**src/rtl/uart_pkg.sv**
```systemverilog
// Shared UART definitions: frame FSM state encoding, parity selectors and width limits.
package uart_pkg;

  localparam int MAX_DATA_WIDTH = 9;

  localparam logic PAR_EVEN = 1'b0;
  localparam logic PAR_ODD  = 1'b1;

  // ST_ prefix keeps the enum literals clear of the STOP2 configuration port.
  typedef enum logic [2:0] {
    ST_IDLE   = 3'd0,
    ST_START  = 3'd1,
    ST_DATA   = 3'd2,
    ST_PARITY = 3'd3,
    ST_STOP1  = 3'd4,
    ST_STOP2  = 3'd5
  } tx_state_t;

endpackage

```
**src/rtl/uart_parity_gen.sv**
```systemverilog
// Combinational parity bit generator, shared by the TX engine and the RX checker.
module uart_parity_gen
  import uart_pkg::*;
#(
  parameter int DATA_WIDTH = 8
) (
  input  logic [DATA_WIDTH-1:0] data,
  input  logic                  par_type,
  output logic                  parity_bit
);

  // Even parity makes the total count of ones even; odd parity inverts that.
  assign parity_bit = (par_type == PAR_ODD) ? ~^data : ^data;

endmodule

```
**src/rtl/uart_tx_frame_engine.sv**
```systemverilog
// UART transmit engine: one-word holding buffer, frame FSM and registered serial output.
// Bit boundaries come from the external TICK strobe; frames may run back to back.
module uart_tx_frame_engine
  import uart_pkg::*;
#(
  parameter int DATA_WIDTH = 8
) (
  input  logic                  CLK,
  input  logic                  RST,
  input  logic                  TICK,
  input  logic [DATA_WIDTH-1:0] P_DATA,
  input  logic                  DATA_VALID,
  output logic                  DATA_READY,
  input  logic                  PAR_EN,
  input  logic                  PAR_TYPE,
  input  logic                  STOP2,
  output logic                  TX_OUT,
  output logic                  BUSY,
  output logic                  FRAME_DONE,
  output tx_state_t             STATE_DBG
);

  localparam int              CNT_W    = $clog2(DATA_WIDTH);
  localparam logic [CNT_W-1:0] LAST_BIT = CNT_W'(DATA_WIDTH - 1);

  tx_state_t             state;
  tx_state_t             state_next;
  logic [DATA_WIDTH-1:0] hold_data;
  logic                  hold_full;
  logic [DATA_WIDTH-1:0] shifter;
  logic [DATA_WIDTH-1:0] shifter_next;
  logic [CNT_W-1:0]      bit_cnt;
  logic                  cfg_par_en;
  logic                  cfg_stop2;
  logic                  cfg_par_bit;
  logic                  par_bit;
  logic                  accept;
  logic                  load;
  logic                  shift_en;
  logic                  frame_end;
  logic                  tx_next;

  // Handshake: a word transfers on any rising edge where DATA_VALID && DATA_READY;
  // DATA_READY depends only on the buffer state, never on DATA_VALID, and a source
  // facing DATA_READY = 0 must hold P_DATA until the transfer happens.
  assign DATA_READY = !hold_full;
  assign accept     = DATA_VALID && !hold_full;

  uart_parity_gen #(
    .DATA_WIDTH (DATA_WIDTH)
  ) u_parity (
    .data       (hold_data),
    .par_type   (PAR_TYPE),
    .parity_bit (par_bit)
  );

  // State register
  always_ff @(posedge CLK or posedge RST) begin
    if (RST) begin
      state <= ST_IDLE;
    end else begin
      state <= state_next;
    end
  end

  // Next-state logic; every transition is gated by TICK.
  always_comb begin
    state_next = state;
    frame_end  = 1'b0;
    if (TICK) begin
      case (state)
        ST_IDLE:   if (hold_full) state_next = ST_START;
        ST_START:  state_next = ST_DATA;
        ST_DATA:   if (bit_cnt == LAST_BIT) state_next = cfg_par_en ? ST_PARITY : ST_STOP1;
        ST_PARITY: state_next = ST_STOP1;
        ST_STOP1: begin
          if (cfg_stop2) state_next = ST_STOP2;
          else           frame_end  = 1'b1;
        end
        ST_STOP2:  frame_end  = 1'b1;
        default:   state_next = ST_IDLE;
      endcase
      // A pending word chains straight into the next start bit.
      if (frame_end) state_next = hold_full ? ST_START : ST_IDLE;
    end
  end

  // Output/datapath control: the line value is decoded from the upcoming state so
  // that TX_OUT can be a plain flop updating on the same edge as the FSM.
  always_comb begin
    load         = TICK && hold_full && ((state == ST_IDLE) || frame_end);
    shift_en     = TICK && (state == ST_DATA);
    shifter_next = shifter;
    tx_next      = 1'b1;
    if (load) begin
      shifter_next = hold_data;
    end else if (shift_en) begin
      shifter_next = shifter >> 1;
    end
    case (state_next)
      ST_START:  tx_next = 1'b0;
      ST_DATA:   tx_next = shifter_next[0];
      ST_PARITY: tx_next = cfg_par_bit;
      default:   tx_next = 1'b1;
    endcase
  end

  // Holding buffer, shifter, bit counter, latched frame config and output flops.
  always_ff @(posedge CLK or posedge RST) begin
    if (RST) begin
      hold_data   <= '0;
      hold_full   <= 1'b0;
      shifter     <= '0;
      bit_cnt     <= '0;
      cfg_par_en  <= 1'b0;
      cfg_stop2   <= 1'b0;
      cfg_par_bit <= 1'b0;
      TX_OUT      <= 1'b1;
      FRAME_DONE  <= 1'b0;
    end else begin
      // Accept wins over load so a same-cycle refill leaves the buffer full.
      if (accept) begin
        hold_data <= P_DATA;
        hold_full <= 1'b1;
      end else if (load) begin
        hold_full <= 1'b0;
      end

      shifter <= shifter_next;

      if (load) begin
        cfg_par_en  <= PAR_EN;
        cfg_stop2   <= STOP2;
        cfg_par_bit <= par_bit;
      end

      if (TICK && (state == ST_START)) begin
        bit_cnt <= '0;
      end else if (shift_en && (bit_cnt != LAST_BIT)) begin
        bit_cnt <= bit_cnt + CNT_W'(1);
      end

      TX_OUT     <= tx_next;
      FRAME_DONE <= frame_end;
    end
  end

  // BUSY covers the FRAME_DONE cycle so it spans the whole frame including its closing edge.
  assign BUSY      = (state != ST_IDLE) || FRAME_DONE;
  assign STATE_DBG = state;

endmodule

```
**config.mk**
```make
export PLATFORM = sky130hd
export DESIGN_NAME = uart_tx_frame_engine
export DESIGN_NICKNAME = d
export VERILOG_FILES = /design/src/rtl/uart_pkg.sv /design/src/rtl/uart_parity_gen.sv /design/src/rtl/uart_tx_frame_engine.sv
export SDC_FILE = /design/constraint.sdc
export NUM_CORES = 1
export LEC_CHECK = 0
export CAP_MARGIN = 20
export CORE_ASPECT_RATIO = 0.75
export CORE_UTILIZATION = 40
export CTS_CLUSTER_SIZE = 40
export DETAILED_ROUTE_END_ITERATION = 8
export GPL_ROUTABILITY_DRIVEN = 1
export GPL_TIMING_DRIVEN = 0
export MAX_ROUTING_LAYER = met4
export SYNTH_ARGS = -nofsm -noshare
export SYNTH_HDL_FRONTEND = slang
export SYNTH_SLANG_ARGS = --single-unit
```
**constraint.sdc**
```tcl
create_clock -name CLK -period 4.67 [get_ports CLK]
set_clock_uncertainty 0.2 [all_clocks]
set_input_delay 0.467 -clock CLK [delete_from_list [all_inputs] [get_ports CLK]]
set_output_delay 0.467 -clock CLK [all_outputs]
set_load 0.1 [all_outputs]
```
==> out/results.ini, run 1 <==
[outcome]
status=completed

[floorplan]
die_h_um=52.9
start_util=0.420
ios=22
row_count=18
fp.coreArea_um2=3290
die-area_um2=3690
die_x_um=69.8

[worst_setup_path]
critical_path_class=reg2out
critPathArrivalTime_ns=2.06
worstSetupStartpointType=register
crit_required_ns=4.00
path_max_fanout=10
ff2ff_setup_slack_ns=2.64
cp-end-kind=output pin

[final_layout]
layoutNonFillerInstCount=191
fin_nets=169
n_fill_cell=289
drive_above_1_share=0.159
synthToLayoutAreaGrowth_pct=26.0
antenna_cells=0

[timing]
hold_viol=0
drv_slew=0
fmaxAchievable_ghz=0.367
fin_crit_ns=2.73
slew_headroom=0.356
worstMarginPinSlew_ns=0.963
setup-violations-final=0
fin_tns_setup_ns=0
whs_ns=0.261
period_share=0.584
rsz0062_at_grt=false

[drt]
viasPerCell=5.14
ant_nets=0
drt_iter0_markers=73
drc=0
finalWirelength_um=2580
routedWlPerCell_um=13.5
dr_total_vias=981
first_pass_iters=4

[min_path]
hold_class=in2async

[clocking]
cts_buffers=3
post_cts_resized=0
cts_sinks=28
clk_path_buf_depth=2
cts_root_buffer=clkbuf_8
path_clk_slew_ns=0.10
hold_buffers=0
cts_tree=done
post_cts_buffers=0
clkLatencyLatePin_ns=0.28
htreeDepth=1

[run]
max_cap_violations=0

[placed_design]
dp_hpwl_um=1870
placed_cells=186
gp_congestion=0.880
io_buffers=21

[synth]
synth_cell_types=32
synth.area.top_cells=dfrtp_1, mux2_2, xnor2_1, nand2_1, a22oi_1
syn_area_um2=1380
yosysWarnings=0
synthesis.nets=142
ys_seq_area_frac=0.509
yosysTopAreaCellShare=0.490
yosysTopAreaCell=dfrtp_1
syn_inst=125
async_reset_ff_frac=1.00
synth-main-ff-cell=dfrtp_1
synth_seq_cells=28
synth_edf_count=0
avgSynthCellArea_um2=11.0

[global_route]
overflow=0
grt_pass1_vias=894
busiest_layer=met2
grt_pass1_wl_um=4420
antenna_found_initial=0
grt_max_degree=29
grt_use_total=0.165
globalRouteMet1Util=0.228
gr-usage-met3=0.0476
met2_usage=0.229

[pwr]
total_power_mw=1.41
vdd_ir_drop_max_v=0.000291
leakagePower_nw=0.787
powerDensity_nw_per_um2=810

==> cells in the final DEF, fill, tap and decap left out, types with 4 or more instances in the layout <==
master	Yosys	layout
dfrtp_1	27	27
clkdlybuf4s50_1	0	21
nand2_1	18	18
mux2_2	11	11
nor2_1	9	9
xnor2_1	8	8
a22oi_1	6	6
inv_1	5	5
o21ai_0	5	5
nor2b_1	4	4
==> per-layer routing <==
layer | vias up | share of wire
met5 | - | 0
met4 | 0 | 0.014
met3 | 4 | 0.046
met2 | 22 | 0.41
met1 | 466 | 0.53
li1 | 489 | -
==> logic make-up after synthesis <==
family / synth area share
AND/OR/NAND/NOR: 0.154
flip-flops: 0.509
AO/OA/AOI/OAI: 0.101
multiplexers: 0.112
buffers and inverters: 0.0499
XOR/XNOR: 0.0571
adder cells (fa/ha/maj): 0.0181
==> cell usage after synthesis, types with 2 or more instances <==
master	n
xnor2_1	8
and2b_1	2
buf_6	3
ha_1	2
mux2_2	11
a22oi_1	6
nand2b_1	2
dfrtp_1	27
o21ai_0	5
o31ai_1	2
mux2i_1	3
nand2_1	18
inv_1	5
a21o_1	2
nor2_1	9
nor2b_1	4
==> registers in the layout, indices dropped and copies added, names as in the netlist <==
register	count
hold_data	8
shifter	8
STATE_DBG	3
bit_cnt	3
FRAME_DONE	1
TX_OUT	1
cfg_par_bit	1
cfg_par_en	1
cfg_stop2	1
hold_full	1
==> power by group <==
part / switching, mW / internal (mW)
registers: 0.0862 / 0.361
logic: 0.458 / 0.311
clock network: 0.0776 / 0.115
total: 0.622 / 0.787
==> worst max-delay path, stage by stage, from the launching register on <==
cell and delay, ns:
dfrtp_1 0.38, buf_4 0.17, nor2_1 0.06, nand2_1 0.06
clkdlybuf4s50_1 1.12
==> final cells by class <==
class	count	area, um^2	share of cell area
Clock buffer	3	41.3	0.0237
Clock inverter	1	30.0	0.0173
Buffer	6	50.0	0.0288
Tap cell	40	50.0	0.0288
Multi-Input combinational cell	86	609	0.350
Timing Repair Buffer	22	238	0.137
Sequential cell	28	702	0.404
Inverter	5	18.8	0.0108
==> stage by stage <==
| stage | worst slack (ns) | utilization | cell area [um^2] |
|---|---|---|---|
| after floorplan | 2.08 | - | 1380 |
| after global placement | 2.25 | 0.499 | 1640 |
| after detailed placement | 2.24 | 0.499 | 1640 |
| after CTS | 1.93 | 0.521 | 1710 |
| after global routing | 1.87 | 0.529 | 1740 |
| final | 1.94 | 0.529 | 1740 |
==> final timing paths <==
path                               from          to  cells after the start
setup / recovery           STATE_DBG[1]        BUSY                      4
hold / removal                      RST   hold_full                      2
setup reg to reg             bit_cnt[0]      TX_OUT                      6
hold reg to reg              shifter[2]  shifter[2]                      2
max in group asynchronous           RST      TX_OUT                      3
min in group CLK             shifter[2]  shifter[2]                      2
Power figures use the tool's default switching activity.
==> run 2, diff against run 1 <==
==> constraint.sdc (replaced) <==
create_clock -name CLK -period 2.5 [get_ports CLK]
set_clock_uncertainty 0.2 [all_clocks]
set_input_delay 0.25 -clock CLK [delete_from_list [all_inputs] [get_ports CLK]]
set_output_delay 0.25 -clock CLK [all_outputs]
set_load 0.1 [all_outputs]
==> run 2 against run 1 <==
Power rose by 86%. Critical endpoint is now DATA_READY. Via count did not move. Critical path depth fell by 2. Highest routed layer unchanged. Worst setup slack got worse by 1.9 ns. Largest power group unchanged. Clock power rose by 87%.
==> out/results.ini, run 2 (synthesized netlist as in run 1, its figures left out) <==
[clocking]
path_clk_slew_ns=0.10  ; about the same
post_cts_resized=1  ; +1
htreeDepth=1  ; unchanged
hold_buffers=0  ; unchanged
clk_path_buf_depth=2  ; unchanged
cts_sinks=28  ; unchanged
post_cts_buffers=0  ; unchanged
cts_tree=done
clkLatencyLatePin_ns=0.28  ; about the same
cts_root_buffer=clkbuf_8
cts_buffers=3  ; unchanged

[final_layout]
synthToLayoutAreaGrowth_pct=25.9  ; about the same
final_common_cell=dfrtp_1
drive_above_1_share=0.159  ; unchanged
layout_common_cells=dfrtp_1, clkdlybuf4s50_1, nand2_1
top_regs=hold_data x8, shifter x8
antenna_cells=0  ; unchanged
fin_nets=169  ; unchanged

[worst_setup_path]
reg2reg_depth=6  ; unchanged
path_max_fanout=4  ; -6
cp-end-kind=output pin
cp-startpoint=hold_full
ff2ff_setup_slack_ns=0.47  ; -2.17 ns
cp_slowest_cell=clkdlybuf4s50_1
crit_buf_inv=2  ; unchanged
crit_chain=inv_1, clkdlybuf4s50_1
r2r-start=bit_cnt[0]
cpPeakStageDelay_ns=1.14  ; +0.02 ns
cp_top_family=buffers and inverters
critical_path_class=reg2out
r2r_end=TX_OUT
worstSetupStartpointType=register
crit_required_ns=2.05  ; -1.95 ns
critPathArrivalTime_ns=1.98  ; -0.08 ns

[placed_design]
dp_slack_ns=0.288  ; -1.95 ns
dp_hpwl_um=1870  ; unchanged
gp_congestion=0.880  ; unchanged
io_buffers=21  ; unchanged

[global_route]
grt_pass1_vias=897  ; +0.34%
antenna_found_initial=0  ; unchanged
grt_max_degree=29  ; unchanged
grt_pass1_wl_um=4430  ; +0.29%
grt_use_total=0.165  ; +0.000439
overflow=0  ; unchanged

[timing]
hold_viol=0  ; unchanged
fin_crit_ns=2.43
drv_slew=0  ; unchanged
slew_headroom=0.356  ; unchanged
setup-violations-final=0  ; unchanged
fmaxAchievable_ghz=0.411
worstMarginPinSlew_ns=0.963  ; +0.000000417 ns
fin_tns_setup_ns=0  ; unchanged
whs_ns=0.0437  ; -0.217 ns
timing.final.ws_setup_ns=0.0685  ; -1.87 ns
period_share=0.973
rsz0062_at_grt=false

[pwr]
leakagePower_nw=0.787  ; about the same
vdd_ir_drop_max_v=0.000544  ; +87%
powerDensity_nw_per_um2=1510  ; +86%

[drt]
finalWirelength_um=2580  ; about the same
drt_iter0_markers=59  ; -19%
first_pass_iters=4  ; unchanged
ant_nets=0  ; unchanged
dr_total_vias=981  ; unchanged
routedWlPerCell_um=13.5  ; about the same
drc=0  ; unchanged
viasPerCell=5.14  ; unchanged

[floorplan]
die_x_um=69.8  ; unchanged
fp.coreArea_um2=3290  ; unchanged
die_h_um=52.9  ; unchanged
die-area_um2=3690  ; unchanged
row_count=18  ; unchanged
start_util=0.420  ; unchanged
ios=22  ; unchanged

[run]
max_cap_violations=0  ; unchanged

[outcome]
status=completed

[min_path]
hold_class=in2async

## run 2: changes by cell type in the layout (fill, tap and decap cells not counted)
cell | previous run | this run
dlygate4sd2_1 | 0 | 1
clkdlybuf4s50_1 | 21 | 20
## run 2: layer usage
metal | global-route usage | up-vias | wire [um]
li1 | - | 489 | -
met1 | 0.228 | 466 | 1380
met2 | 0.231 | 22 | 1050
met3 | 0.0476 | 4 | 118
met4 | 0.0600 | 0 | 37
met5 | - | - | 0
## run 2: cell type report
class | instances | area [um^2]
fill | 290 | 1550
sequential | 28 | 702
multi-input combinational | 86 | 609
timing repair buffer | 22 | 236
buffer | 6 | 50.0
tap | 40 | 50.0
clock buffer | 3 | 41.3
clock inverter | 1 | 30.0
inverter | 5 | 18.8
## run 2: report_power, final
part	switching [mW]	total (mW)	internal (mW)	leakage, nW
clock	0.145	0.359	0.215	0.0357
sequential	0.161	0.836	0.675	0.344
combinational	0.855	1.43	0.572	0.407
## run 2: worst max path at each step
stage,end,slack (ns),cells past startpoint
2_1_floorplan,BUSY,0.12,3
3_3_place_gp,cfg_par_bit,0.30,5
3_5_place_dp,cfg_par_bit,0.29,5
4_1_cts,DATA_READY,0.08,2
5_1_grt,DATA_READY,0.02,2
6_report,DATA_READY,0.07,2
## run 2: per-stage QoR
| step | utilization | instances | cell area (um^2) | power [mW] |
|---|---|---|---|---|
| after floorplan | - | 125 | 1380 | 1.97 |
| after global placement | 0.499 | 186 | 1640 | 2.24 |
| after detailed placement | 0.499 | 186 | 1640 | 2.28 |
| after CTS | 0.520 | 190 | 1710 | 2.64 |
| after global routing | 0.529 | 191 | 1740 | 2.82 |
| final | 0.529 | 191 | 1740 | 2.62 |
